### src/rtl/mem_pkg.sv
// Shared encodings for the memory access unit: operation codes, RV32I
// load/store width codes, FSM states and the byte-lane helpers.
package mem_pkg;

  localparam logic [1:0] MEM_NONE  = 2'b00;
  localparam logic [1:0] MEM_LOAD  = 2'b01;
  localparam logic [1:0] MEM_STORE = 2'b10;

  localparam logic [2:0] F3_LB  = 3'b000;
  localparam logic [2:0] F3_LH  = 3'b001;
  localparam logic [2:0] F3_LW  = 3'b010;
  localparam logic [2:0] F3_LBU = 3'b100;
  localparam logic [2:0] F3_LHU = 3'b101;
  localparam logic [2:0] F3_SB  = 3'b000;
  localparam logic [2:0] F3_SH  = 3'b001;
  localparam logic [2:0] F3_SW  = 3'b010;

  // Access size as carried in funct3[1:0]
  localparam logic [1:0] SZ_B = 2'b00;
  localparam logic [1:0] SZ_H = 2'b01;
  localparam logic [1:0] SZ_W = 2'b10;

  typedef enum logic [1:0] {
    ST_IDLE = 2'b00,
    ST_REQ  = 2'b01,
    ST_RESP = 2'b10
  } state_e;

  // Byte enables for an access of the given size at the given byte offset
  function automatic logic [3:0] byte_enable(input logic [1:0] size,
                                             input logic [1:0] addr_lo);
    logic [3:0] be;
    case (size)
      SZ_B:    be = 4'b0001 << addr_lo;
      SZ_H:    be = 4'b0011 << addr_lo;
      default: be = 4'b1111;
    endcase
    return be;
  endfunction

  // Replicate store data across all lanes so the enabled lanes carry it
  function automatic logic [31:0] store_lanes(input logic [1:0]  size,
                                              input logic [31:0] data);
    logic [31:0] lanes;
    case (size)
      SZ_B:    lanes = {4{data[7:0]}};
      SZ_H:    lanes = {2{data[15:0]}};
      default: lanes = data;
    endcase
    return lanes;
  endfunction

endpackage

### src/rtl/load_extend.sv
// Picks the addressed byte/half out of a read word and sign- or
// zero-extends it according to the load width code.
module load_extend
  import mem_pkg::*;
(
  input  logic [31:0] rdata,
  input  logic [2:0]  funct3,
  input  logic [1:0]  addr_lo,
  output logic [31:0] result
);

  logic signed [7:0]  byte_sel;
  logic signed [15:0] half_sel;

  // Lane selection followed by extension
  always_comb begin
    byte_sel = 8'sh00;
    half_sel = 16'sh0000;
    result   = rdata;
    case (addr_lo)
      2'd0:    byte_sel = rdata[7:0];
      2'd1:    byte_sel = rdata[15:8];
      2'd2:    byte_sel = rdata[23:16];
      default: byte_sel = rdata[31:24];
    endcase
    half_sel = addr_lo[1] ? rdata[31:16] : rdata[15:0];
    case (funct3)
      F3_LB:   result = {{24{byte_sel[7]}}, byte_sel};
      F3_LH:   result = {{16{half_sel[15]}}, half_sel};
      F3_LBU:  result = {24'h000000, byte_sel};
      F3_LHU:  result = {16'h0000, half_sel};
      default: result = rdata;
    endcase
  end

endmodule

### src/rtl/mem_access_unit.sv
// Memory stage of an RV32I pipeline: accepts one operation at a time from
// execute, issues aligned data-memory requests, formats store lanes,
// extends load data and hands a registered result to writeback.
module mem_access_unit
  import mem_pkg::*;
#(
  parameter bit BLOCKING_STORE = 1'b0
) (
  input  logic        clk,
  input  logic        rst_n,
  input  logic        in_valid,
  output logic        in_ready,
  input  logic [1:0]  in_mem_op,
  input  logic [2:0]  in_funct3,
  input  logic [31:0] in_ALU_result,
  input  logic [31:0] in_store_data,
  input  logic [4:0]  in_rd,
  output logic        d_req,
  output logic        d_we,
  output logic [31:0] d_addr,
  output logic [3:0]  d_be,
  output logic [31:0] d_wdata,
  input  logic        d_gnt,
  input  logic        d_rvalid,
  input  logic [31:0] d_rdata,
  output logic        out_valid,
  input  logic        out_ready,
  output logic [31:0] out_result,
  output logic [4:0]  out_rd,
  output logic        out_fault
);

  state_e      state_q, state_d;
  logic        d_req_q, d_req_d;
  logic        d_we_q, d_we_d;
  logic [31:0] d_addr_q, d_addr_d;
  logic [3:0]  d_be_q, d_be_d;
  logic [31:0] d_wdata_q, d_wdata_d;
  logic        out_valid_q, out_valid_d;
  logic [31:0] out_result_q, out_result_d;
  logic [4:0]  out_rd_q, out_rd_d;
  logic        out_fault_q, out_fault_d;

  // Context of the in-flight memory transaction
  logic        txn_load_q, txn_load_d;
  logic [2:0]  txn_funct3_q, txn_funct3_d;
  logic [31:0] txn_addr_q, txn_addr_d;
  logic [4:0]  txn_rd_q, txn_rd_d;

  logic        accept;
  logic        is_load;
  logic        is_store;
  logic        funct3_ok;
  logic        misaligned;
  logic        fault;
  logic [31:0] load_result;

  assign in_ready = (state_q == ST_IDLE) && (!out_valid_q || out_ready);
  assign accept   = in_valid && in_ready;

  assign d_req      = d_req_q;
  assign d_we       = d_we_q;
  assign d_addr     = d_addr_q;
  assign d_be       = d_be_q;
  assign d_wdata    = d_wdata_q;
  assign out_valid  = out_valid_q;
  assign out_result = out_result_q;
  assign out_rd     = out_rd_q;
  assign out_fault  = out_fault_q;

  load_extend u_load_extend (
    .rdata   (d_rdata),
    .funct3  (txn_funct3_q),
    .addr_lo (txn_addr_q[1:0]),
    .result  (load_result)
  );

  // Legality and alignment of the operation presented by execute
  always_comb begin
    is_load    = (in_mem_op == MEM_LOAD);
    is_store   = (in_mem_op == MEM_STORE);
    funct3_ok  = 1'b0;
    misaligned = 1'b0;
    if (is_load) begin
      funct3_ok = (in_funct3 == F3_LB) || (in_funct3 == F3_LH) ||
                  (in_funct3 == F3_LW) || (in_funct3 == F3_LBU) ||
                  (in_funct3 == F3_LHU);
    end else begin
      funct3_ok = (in_funct3 == F3_SB) || (in_funct3 == F3_SH) ||
                  (in_funct3 == F3_SW);
    end
    if (in_funct3[1:0] == SZ_H) begin
      misaligned = in_ALU_result[0];
    end else if (in_funct3[1:0] == SZ_W) begin
      misaligned = (in_ALU_result[1:0] != 2'b00);
    end
    fault = !funct3_ok || misaligned;
  end

  // Next-state and next-output computation for the request FSM
  always_comb begin
    state_d      = state_q;
    d_req_d      = d_req_q;
    d_we_d       = d_we_q;
    d_addr_d     = d_addr_q;
    d_be_d       = d_be_q;
    d_wdata_d    = d_wdata_q;
    out_valid_d  = out_valid_q;
    out_result_d = out_result_q;
    out_rd_d     = out_rd_q;
    out_fault_d  = out_fault_q;
    txn_load_d   = txn_load_q;
    txn_funct3_d = txn_funct3_q;
    txn_addr_d   = txn_addr_q;
    txn_rd_d     = txn_rd_q;

    // Writeback took the current result; drop valid unless replaced below
    if (out_valid_q && out_ready) begin
      out_valid_d = 1'b0;
    end

    case (state_q)
      ST_IDLE: begin
        if (accept) begin
          if (is_load || is_store) begin
            if (fault) begin
              out_valid_d  = 1'b1;
              out_fault_d  = 1'b1;
              out_result_d = in_ALU_result;
              out_rd_d     = 5'd0;
            end else begin
              state_d      = ST_REQ;
              d_req_d      = 1'b1;
              d_we_d       = is_store;
              d_addr_d     = {in_ALU_result[31:2], 2'b00};
              d_be_d       = byte_enable(in_funct3[1:0], in_ALU_result[1:0]);
              d_wdata_d    = store_lanes(in_funct3[1:0], in_store_data);
              txn_load_d   = is_load;
              txn_funct3_d = in_funct3;
              txn_addr_d   = in_ALU_result;
              txn_rd_d     = in_rd;
            end
          end else begin
            out_valid_d  = 1'b1;
            out_fault_d  = 1'b0;
            out_result_d = in_ALU_result;
            out_rd_d     = in_rd;
          end
        end
      end
      ST_REQ: begin
        if (d_gnt) begin
          d_req_d = 1'b0;
          d_we_d  = 1'b0;
          if (txn_load_q || BLOCKING_STORE) begin
            state_d = ST_RESP;
          end else begin
            state_d      = ST_IDLE;
            out_valid_d  = 1'b1;
            out_fault_d  = 1'b0;
            out_result_d = txn_addr_q;
            out_rd_d     = 5'd0;
          end
        end
      end
      ST_RESP: begin
        if (d_rvalid) begin
          state_d     = ST_IDLE;
          out_valid_d = 1'b1;
          out_fault_d = 1'b0;
          if (txn_load_q) begin
            out_result_d = load_result;
            out_rd_d     = txn_rd_q;
          end else begin
            out_result_d = txn_addr_q;
            out_rd_d     = 5'd0;
          end
        end
      end
      default: begin
        state_d = ST_IDLE;
      end
    endcase
  end

  // State and registered outputs; reset abandons any transaction
  always_ff @(posedge clk or negedge rst_n) begin
    if (!rst_n) begin
      state_q      <= ST_IDLE;
      d_req_q      <= 1'b0;
      d_we_q       <= 1'b0;
      d_addr_q     <= 32'h0;
      d_be_q       <= 4'h0;
      d_wdata_q    <= 32'h0;
      out_valid_q  <= 1'b0;
      out_result_q <= 32'h0;
      out_rd_q     <= 5'd0;
      out_fault_q  <= 1'b0;
      txn_load_q   <= 1'b0;
      txn_funct3_q <= 3'b000;
      txn_addr_q   <= 32'h0;
      txn_rd_q     <= 5'd0;
    end else begin
      state_q      <= state_d;
      d_req_q      <= d_req_d;
      d_we_q       <= d_we_d;
      d_addr_q     <= d_addr_d;
      d_be_q       <= d_be_d;
      d_wdata_q    <= d_wdata_d;
      out_valid_q  <= out_valid_d;
      out_result_q <= out_result_d;
      out_rd_q     <= out_rd_d;
      out_fault_q  <= out_fault_d;
      txn_load_q   <= txn_load_d;
      txn_funct3_q <= txn_funct3_d;
      txn_addr_q   <= txn_addr_d;
      txn_rd_q     <= txn_rd_d;
    end
  end

endmodule

### config.mk
export PLATFORM = sky130hd
export DESIGN_NAME = mem_access_unit
export DESIGN_NICKNAME = d
export VERILOG_FILES = /design/src/rtl/mem_pkg.sv /design/src/rtl/load_extend.sv /design/src/rtl/mem_access_unit.sv
export SDC_FILE = /design/constraint.sdc
export NUM_CORES = 1
export LEC_CHECK = 0
export ABC_CLOCK_PERIOD_IN_PS = 2200
export CORE_MARGIN = 2
export CORE_UTILIZATION = 35
export DETAILED_ROUTE_END_ITERATION = 10
export MAX_ROUTING_LAYER = met4
export PLACE_DENSITY = 0.6
export SYNTH_ARGS = -nofsm -noshare
export SYNTH_HDL_FRONTEND = slang
export SYNTH_SLANG_ARGS = --single-unit
### constraint.sdc
create_clock -name clk -period 2.2 [get_ports clk]
set_input_delay 0.66 -clock clk [delete_from_list [all_inputs] [get_ports clk]]
set_output_delay 0.66 -clock clk [all_outputs]
set_load 0.02 [all_outputs]
After elaboration in Yosys (flattened, before gate mapping)
Index checks and enable logic that the tools add are counted.

Equality and inequality tests: 22. Shifts and indexed selects: 2. Muxes and demuxes: 55. Bitwise gates (word level): 1. Reduce and logical (&&, ||, !) cells: 24.

Operator list (number): 2-to-1 mux 32 bit (7); one-hot mux 32 bit (4 select lines) (1); one-hot mux 32 bit (3 select lines) (1); one-hot mux 32 bit (2 select lines) (1); 2-to-1 mux 5 bit (7); one-hot mux 8 bit (3 select lines) (1); 2-to-1 mux 1 bit (23); 2-to-1 mux 16 bit (1); one-hot mux 5 bit (3 select lines) (1); == test 3 bit, second input constant (4); 2-to-1 mux 2 bit (6); != test 2 bit, second input constant (5); AND reduction 5 bit (2); == test 2 x 1 -> 1 bit, second input constant (4); == test 2 bit, second input constant (4); one-hot mux 4 bit (2 select lines) (1); logical OR 1 bit (7); == test 3 x 1 -> 1 bit, second input constant (2); logical NOT 2 bit (3); logical NOT 3 bit (2); one-hot mux 1 bit (3 select lines) (2); one-hot mux 2 bit (3 select lines) (1); AND reduction 6 bit (1); one-hot mux 1 bit (2 select lines) (2); 11 further kinds (15).

Flip-flop bits (word level): 150. Input port bits: 112. Output and inout port bits: 110. Logic and storage cells: 118.

Longest topological paths before layout
Depth in word-level cells: 12. Mapped depth: 9. Mapped depth without buffers: 7.

By module
Synthesis repeated with hierarchy kept, for this count alone.

Cell total of the unflattened synthesis: 662. Area, all modules: 6934.2 um^2.

By module, submodules not included: mem_access_unit (instances 1, cells each 531, area an instance 6211.0 um^2, seq. area each 3002.9 um^2); load_extend (instances 1, cells each 131, area an instance 723.2 um^2, seq. area each 0.0 um^2).

Worst setup path after synthesis
No wires, ideal clock.

Kind: input port to flip-flop. Start: in in_mem_op[0]. End: reg d_wdata_q[18] (netlist: d_wdata[18]). Setup time: 0.135 ns. Arrival time: 2.139 ns. Required time: 2.065 ns. Slack: -0.074 ns. Stages: 9. Path buffers: 2. Cell sequence: inv_1 -> ha_1 -> a211oi_1 -> a22o_1 -> nand3_1 -> buf_2 -> buf_2 -> nand2_1 -> o21ai_0.

Longest elaborated chain between the ends: 6. Elaborated cells between the ends (all ways): 8. Classes of those cells: eq/ne: 2; mux: 1; bitwise: 1; reduce/logical: 4.

Ends and longest elaborated chain: start: declaration (line mem_access_unit.sv:13) `input logic [1:0] in_mem_op,`; == test 2 x 1 -> 1 bit (line mem_access_unit.sv:80) `is_load = (in_mem_op == MEM_LOAD);`; 2-to-1 mux 1 bit (line mem_access_unit.sv:84) `if (is_load) begin`; logical NOT 1 bit (line mem_access_unit.sv:97) `fault = !funct3_ok || misaligned;`; logical OR 1 bit (line mem_access_unit.sv:97); NOT 1 bit (no source line); AND reduction 4 bit (no source line) (*); end signal: assignment (line mem_access_unit.sv:209) `d_wdata_q <= d_wdata_d;`; end: declaration (line mem_access_unit.sv:38) `logic [31:0] d_wdata_q, d_wdata_d;`.

Every way passes the cells marked *; elsewhere a longest branch is shown, timed or not. A chain may end at the register's enable or synchronous reset.

Final worst setup path
Start: in d_rvalid. End: reg out_result_q[18] (netlist: out_result[18]).

Longest elaborated chain between the ends: 2.

Ends and longest elaborated chain: start: declaration (line mem_access_unit.sv:24) `input logic d_rvalid,`; != test 2 bit (no source line); AND reduction 6 bit (no source line); end signal: assignment (line mem_access_unit.sv:211) `out_result_q <= out_result_d;`; end: declaration (line mem_access_unit.sv:40) `logic [31:0] out_result_q, out_result_d;`.

Every way passes these cells.

==> impl_metrics.xml <==
<?xml version="1.0" encoding="UTF-8"?>
<metrics>
  <group name="final_layout">
    <metric name="layout-drive-gt1-share" unit="%">15.1</metric>
    <metric name="layout-area-overhead-vs-synth" unit="%">52.7</metric>
    <metric name="finish.instance_area" unit="sq mm">0.0103</metric>
    <metric name="final_nets" unit="">1134</metric>
  </group>
  <group name="clock_tree">
    <metric name="clock_tree_from_tritoncts" unit="">yes</metric>
    <metric name="clk_latency" unit="ns">0.42</metric>
    <metric name="clkSlewWorstSetupHoldPaths" unit="ns">0.06</metric>
    <metric name="cts_hold_buffers" unit="">0</metric>
    <metric name="cts_max_path_buffers" unit="">2</metric>
    <metric name="clock-sinks" unit="">120</metric>
    <metric name="htree_num_levels" unit="">4</metric>
    <metric name="cts_inserted_buffers" unit="">17</metric>
    <metric name="cts-root-buf" unit="">sky130_fd_sc_hd__clkbuf_16</metric>
  </group>
  <group name="sta">
    <metric name="period_utilization" unit="%">98.8</metric>
    <metric name="post-route-worst-setup-slack" unit="ns">0.0272</metric>
    <metric name="worst-slew-pin-transition" unit="ns">0.609</metric>
    <metric name="slew_headroom" unit="%">58.4</metric>
    <metric name="timing.clock.skew" unit="ns">0.0105</metric>
    <metric name="max_freq" unit="GHz">0.460</metric>
    <metric name="timing_max_transition_violations_final" unit="">0</metric>
    <metric name="hold_violations" unit="">0</metric>
    <metric name="rsz0062_at_grt" unit="">yes</metric>
    <metric name="final-setup-viol-count" unit="">0</metric>
    <metric name="final_min_period" unit="ns">2.17</metric>
  </group>
  <group name="setup_path">
    <metric name="critical_path.top_delay_family" unit="">compound AO/OA/AOI/OAI gates</metric>
    <metric name="cp-startpoint" unit="">d_rvalid</metric>
    <metric name="critical_path.endpoint" unit="">out_result[18]</metric>
    <metric name="r2r_start" unit="">state_q[1]</metric>
    <metric name="crit_fanout" unit="">12</metric>
    <metric name="reg2reg_setup_slack" unit="ns">0.07</metric>
    <metric name="worstSetupEndpointType" unit="">flop</metric>
    <metric name="timing.critical_path.required" unit="ns">2.51</metric>
    <metric name="r2r_end" unit="">out_result[18]</metric>
    <metric name="crit_arrival" unit="ns">2.48</metric>
    <metric name="critical_path_buf_inv_count" unit="">2</metric>
    <metric name="cp_slowest_cell" unit="">sky130_fd_sc_hd__clkdlybuf4s50_1</metric>
    <metric name="critPathLaunchType" unit="">primary input</metric>
    <metric name="crit_type" unit="">primary input to flop</metric>
    <metric name="worstRegToRegCells" unit="">7</metric>
    <metric name="path_depth" unit="">6</metric>
    <metric name="path_cells" unit="">clkdlybuf4s50_1 -&gt; nor2b_2 -&gt; a2111oi_4 -&gt; a31oi_4 -&gt; bufbuf_16 -&gt; o41ai_2</metric>
    <metric name="critPathMaxStageDelay" unit="ns">0.53</metric>
  </group>
  <group name="power_and_ir_drop">
    <metric name="peak_supply_drop" unit="mV">0.786</metric>
    <metric name="power_leakage" unit="nW">4.60</metric>
    <metric name="total_power" unit="mW">15.8</metric>
    <metric name="p_per_area" unit="mW/mm^2">1530</metric>
  </group>
  <group name="place">
    <metric name="gpl.final_weighted_congestion" unit="">0.883</metric>
    <metric name="pre_cts_ws" unit="ns">-0.601</metric>
    <metric name="dpl-instance-area" unit="sq mm">0.00946</metric>
    <metric name="port-buffer-count" unit="">219</metric>
    <metric name="hpwlAfterDp" unit="um">17100</metric>
  </group>
  <group name="die">
    <metric name="die-area" unit="sq mm">0.0205</metric>
    <metric name="effective_utilization_at_floorplan" unit="%">36.0</metric>
    <metric name="num_rows" unit="">50</metric>
    <metric name="dieHeight" unit="um">143</metric>
    <metric name="die_width" unit="um">143</metric>
    <metric name="ioPinCount" unit="">222</metric>
    <metric name="fp.coreArea" unit="sq mm">0.0188</metric>
  </group>
  <group name="synth">
    <metric name="post_synthesis_cell_count" unit="">780</metric>
    <metric name="average_instance_area_after_synthesis" unit="sq um">8.68</metric>
    <metric name="post_synth_main_area_contributors" unit="">sky130_fd_sc_hd__dfrtp_1, sky130_fd_sc_hd__nand2_1, sky130_fd_sc_hd__mux2i_1</metric>
    <metric name="yosys_warnings" unit="">0</metric>
    <metric name="synth.cells.most_frequent" unit="">sky130_fd_sc_hd__nand2_1, sky130_fd_sc_hd__dfrtp_1, sky130_fd_sc_hd__o21ai_0</metric>
    <metric name="async_reset_ff_share" unit="%">100</metric>
    <metric name="synthDominantAreaCellType" unit="">sky130_fd_sc_hd__dfrtp_1</metric>
    <metric name="yosys_register_bits" unit="">120</metric>
    <metric name="yosysSeqAreaShare" unit="%">44.3</metric>
    <metric name="synth_top_area_share" unit="%">44.3</metric>
    <metric name="synth_flop_cell" unit="">sky130_fd_sc_hd__dfrtp_1</metric>
    <metric name="synth_edf_count" unit="">0</metric>
    <metric name="post_synth_instance_area" unit="sq mm">0.00677</metric>
    <metric name="library_cells_used_by_synthesis" unit="">53</metric>
    <metric name="dominant_cell_by_count_in_the_synthesized_netlist" unit="">sky130_fd_sc_hd__nand2_1</metric>
  </group>
  <group name="global_routing">
    <metric name="globalRouteTotalUtil" unit="%">24.3</metric>
    <metric name="grt_start_max_net_pins" unit="">67</metric>
    <metric name="grt_remaining_overflow" unit="">0</metric>
    <metric name="antenna_violations_before_repair" unit="">1</metric>
    <metric name="first_global_vias" unit="">6601</metric>
    <metric name="grt_pass1_wl" unit="um">36900</metric>
  </group>
  <group name="detailed_routing">
    <metric name="route.final.wire_length" unit="um">23800</metric>
    <metric name="detailedRoute.firstPassIterationCount" unit="">5</metric>
    <metric name="via_count" unit="">6527</metric>
    <metric name="routed_wirelength_normalized_by_instance_count" unit="um">18.5</metric>
    <metric name="antenna_violating_nets_left" unit="">0</metric>
    <metric name="detail_route.drc_violations" unit="">0</metric>
    <metric name="drtIter0Drc" unit="">331</metric>
    <metric name="avgViaCountPerCell" unit="">5.06</metric>
  </group>
  <group name="flow_run">
    <metric name="maxCapViolCount" unit="">0</metric>
  </group>
  <group name="outcome">
    <metric name="status" unit="">finished clean</metric>
  </group>
  <group name="hold_path">
    <metric name="holdCritPathClass" unit="">primary input to async pin</metric>
  </group>
</metrics>
==> per-stage QoR <==
step | utilization (%) | TNS (ns) | hold slack, ns | instances
3_5_place_dp | 50.2 | -60.12 | 0.462 | 1245
6_report | 54.9 | 0 | 0.231 | 1289
3_3_place_gp | 50.2 | -54.88 | 0.457 | 1245
2_1_floorplan | - | 0 | 0.364 | 781
5_1_grt | 54.9 | -0.212 | 0.243 | 1289
4_1_cts | 54.4 | 0 | 0.238 | 1287
==> cell type report <==
type,instances,area [sq um]
Clock buffer,17,425
Tap cell,260,325
Fill cell,1702,8490
Multi-Input combinational cell,560,3320
Clock inverter,15,166
Sequential cell,120,3000
Timing Repair Buffer,300,3030
Antenna cell,1,2.50
Inverter,16,60.1
==> flip-flops by register name, indices dropped and copies added (netlist names) <==
signal	count
txn_funct3_q	3
out_valid	1
out_result	32
d_be	4
d_wdata	32
d_req	1
txn_load_q	1
out_fault	1
txn_addr_q	32
state_q	2
d_we	1
out_rd	5
txn_rd_q	5
==> worst register-to-register path, delay by kind of cell (launching register included) <==
family / cells / cell delay [ns]
AOI/OAI and AO/OA: 3 / 0.90
buffers and inverters: 3 / 0.54
DFF: 1 / 0.38
adders and majority gates: 1 / 0.21
==> what timing repair did <==
item	CTS	global route
gates cloned	4	0
setup buffers	6	1
pin swaps	4	4
gates resized for setup	12	16
endpoints found under the setup margin	111	56
==> report_power, final <==
group	internal [mW]	total (mW)	switching, mW
sequential	3.32	4.21	0.886
combinational	4.06	8.73	4.67
clock	1.69	2.82	1.13
==> worst min-delay path by stage <==
stage / startpoint / slack [ns] / endpoint
after floorplan: rst_n / 0.36 / d_be[0]
after global placement: d_wdata[5] / 0.46 / d_wdata[5]
after detailed placement: d_wdata[7] / 0.46 / d_wdata[7]
after CTS: rst_n / 0.24 / d_req
after global routing: rst_n / 0.24 / d_req
final: rst_n / 0.23 / d_req
==> routing by layer <==
layer	wire length [um]	share of wire (%)	track usage, %
met1	10300	43	30.5
met2	11100	47	37.7
met3	1750	7.3	6.51
met4	679	2.9	9.28
met5	0	0	-
==> layout by cell type (no fill, tap or decap), types with 5 or more instances in the layout <==
| cell type | netlist | final |
|---|---|---|
| sky130_fd_sc_hd__clkbuf_16 | 0 | 17 |
| sky130_fd_sc_hd__mux2i_1 | 34 | 34 |
| sky130_fd_sc_hd__a221o_1 | 7 | 7 |
| sky130_fd_sc_hd__inv_6 | 0 | 6 |
| sky130_fd_sc_hd__ha_1 | 7 | 5 |
| sky130_fd_sc_hd__buf_12 | 0 | 11 |
| sky130_fd_sc_hd__nand3_1 | 7 | 6 |
| sky130_fd_sc_hd__o41ai_2 | 16 | 14 |
| sky130_fd_sc_hd__inv_1 | 15 | 14 |
| sky130_fd_sc_hd__o21ai_1 | 7 | 7 |
| sky130_fd_sc_hd__a21oi_1 | 39 | 39 |
| sky130_fd_sc_hd__nor2_1 | 58 | 58 |
| sky130_fd_sc_hd__o311a_1 | 5 | 5 |
| sky130_fd_sc_hd__a211oi_1 | 22 | 20 |
| sky130_fd_sc_hd__nand3b_1 | 6 | 6 |
| sky130_fd_sc_hd__dfrtp_1 | 120 | 120 |
| sky130_fd_sc_hd__nor2b_1 | 6 | 5 |
| sky130_fd_sc_hd__clkdlybuf4s50_1 | 0 | 212 |
| sky130_fd_sc_hd__buf_4 | 35 | 65 |
| sky130_fd_sc_hd__o21ai_0 | 59 | 59 |
| sky130_fd_sc_hd__nand2b_1 | 12 | 12 |
| sky130_fd_sc_hd__nand2_1 | 219 | 218 |
| sky130_fd_sc_hd__a221oi_1 | 9 | 7 |
| sky130_fd_sc_hd__a22oi_1 | 8 | 8 |
==> kinds of logic (layout without fill, tap and decap cells) <==
logic type	Yosys count	in the layout	synth area share [%]
buf+inv	101	348	8.42
fa+ha+maj	7	7	1.29
mux	34	34	5.02
simple gates	320	320	19.5
other cells	1	3	0.0554
flops	120	120	44.3
compound gates	197	197	21.3
No activity file was read; power rests on OpenSTA's default activity.
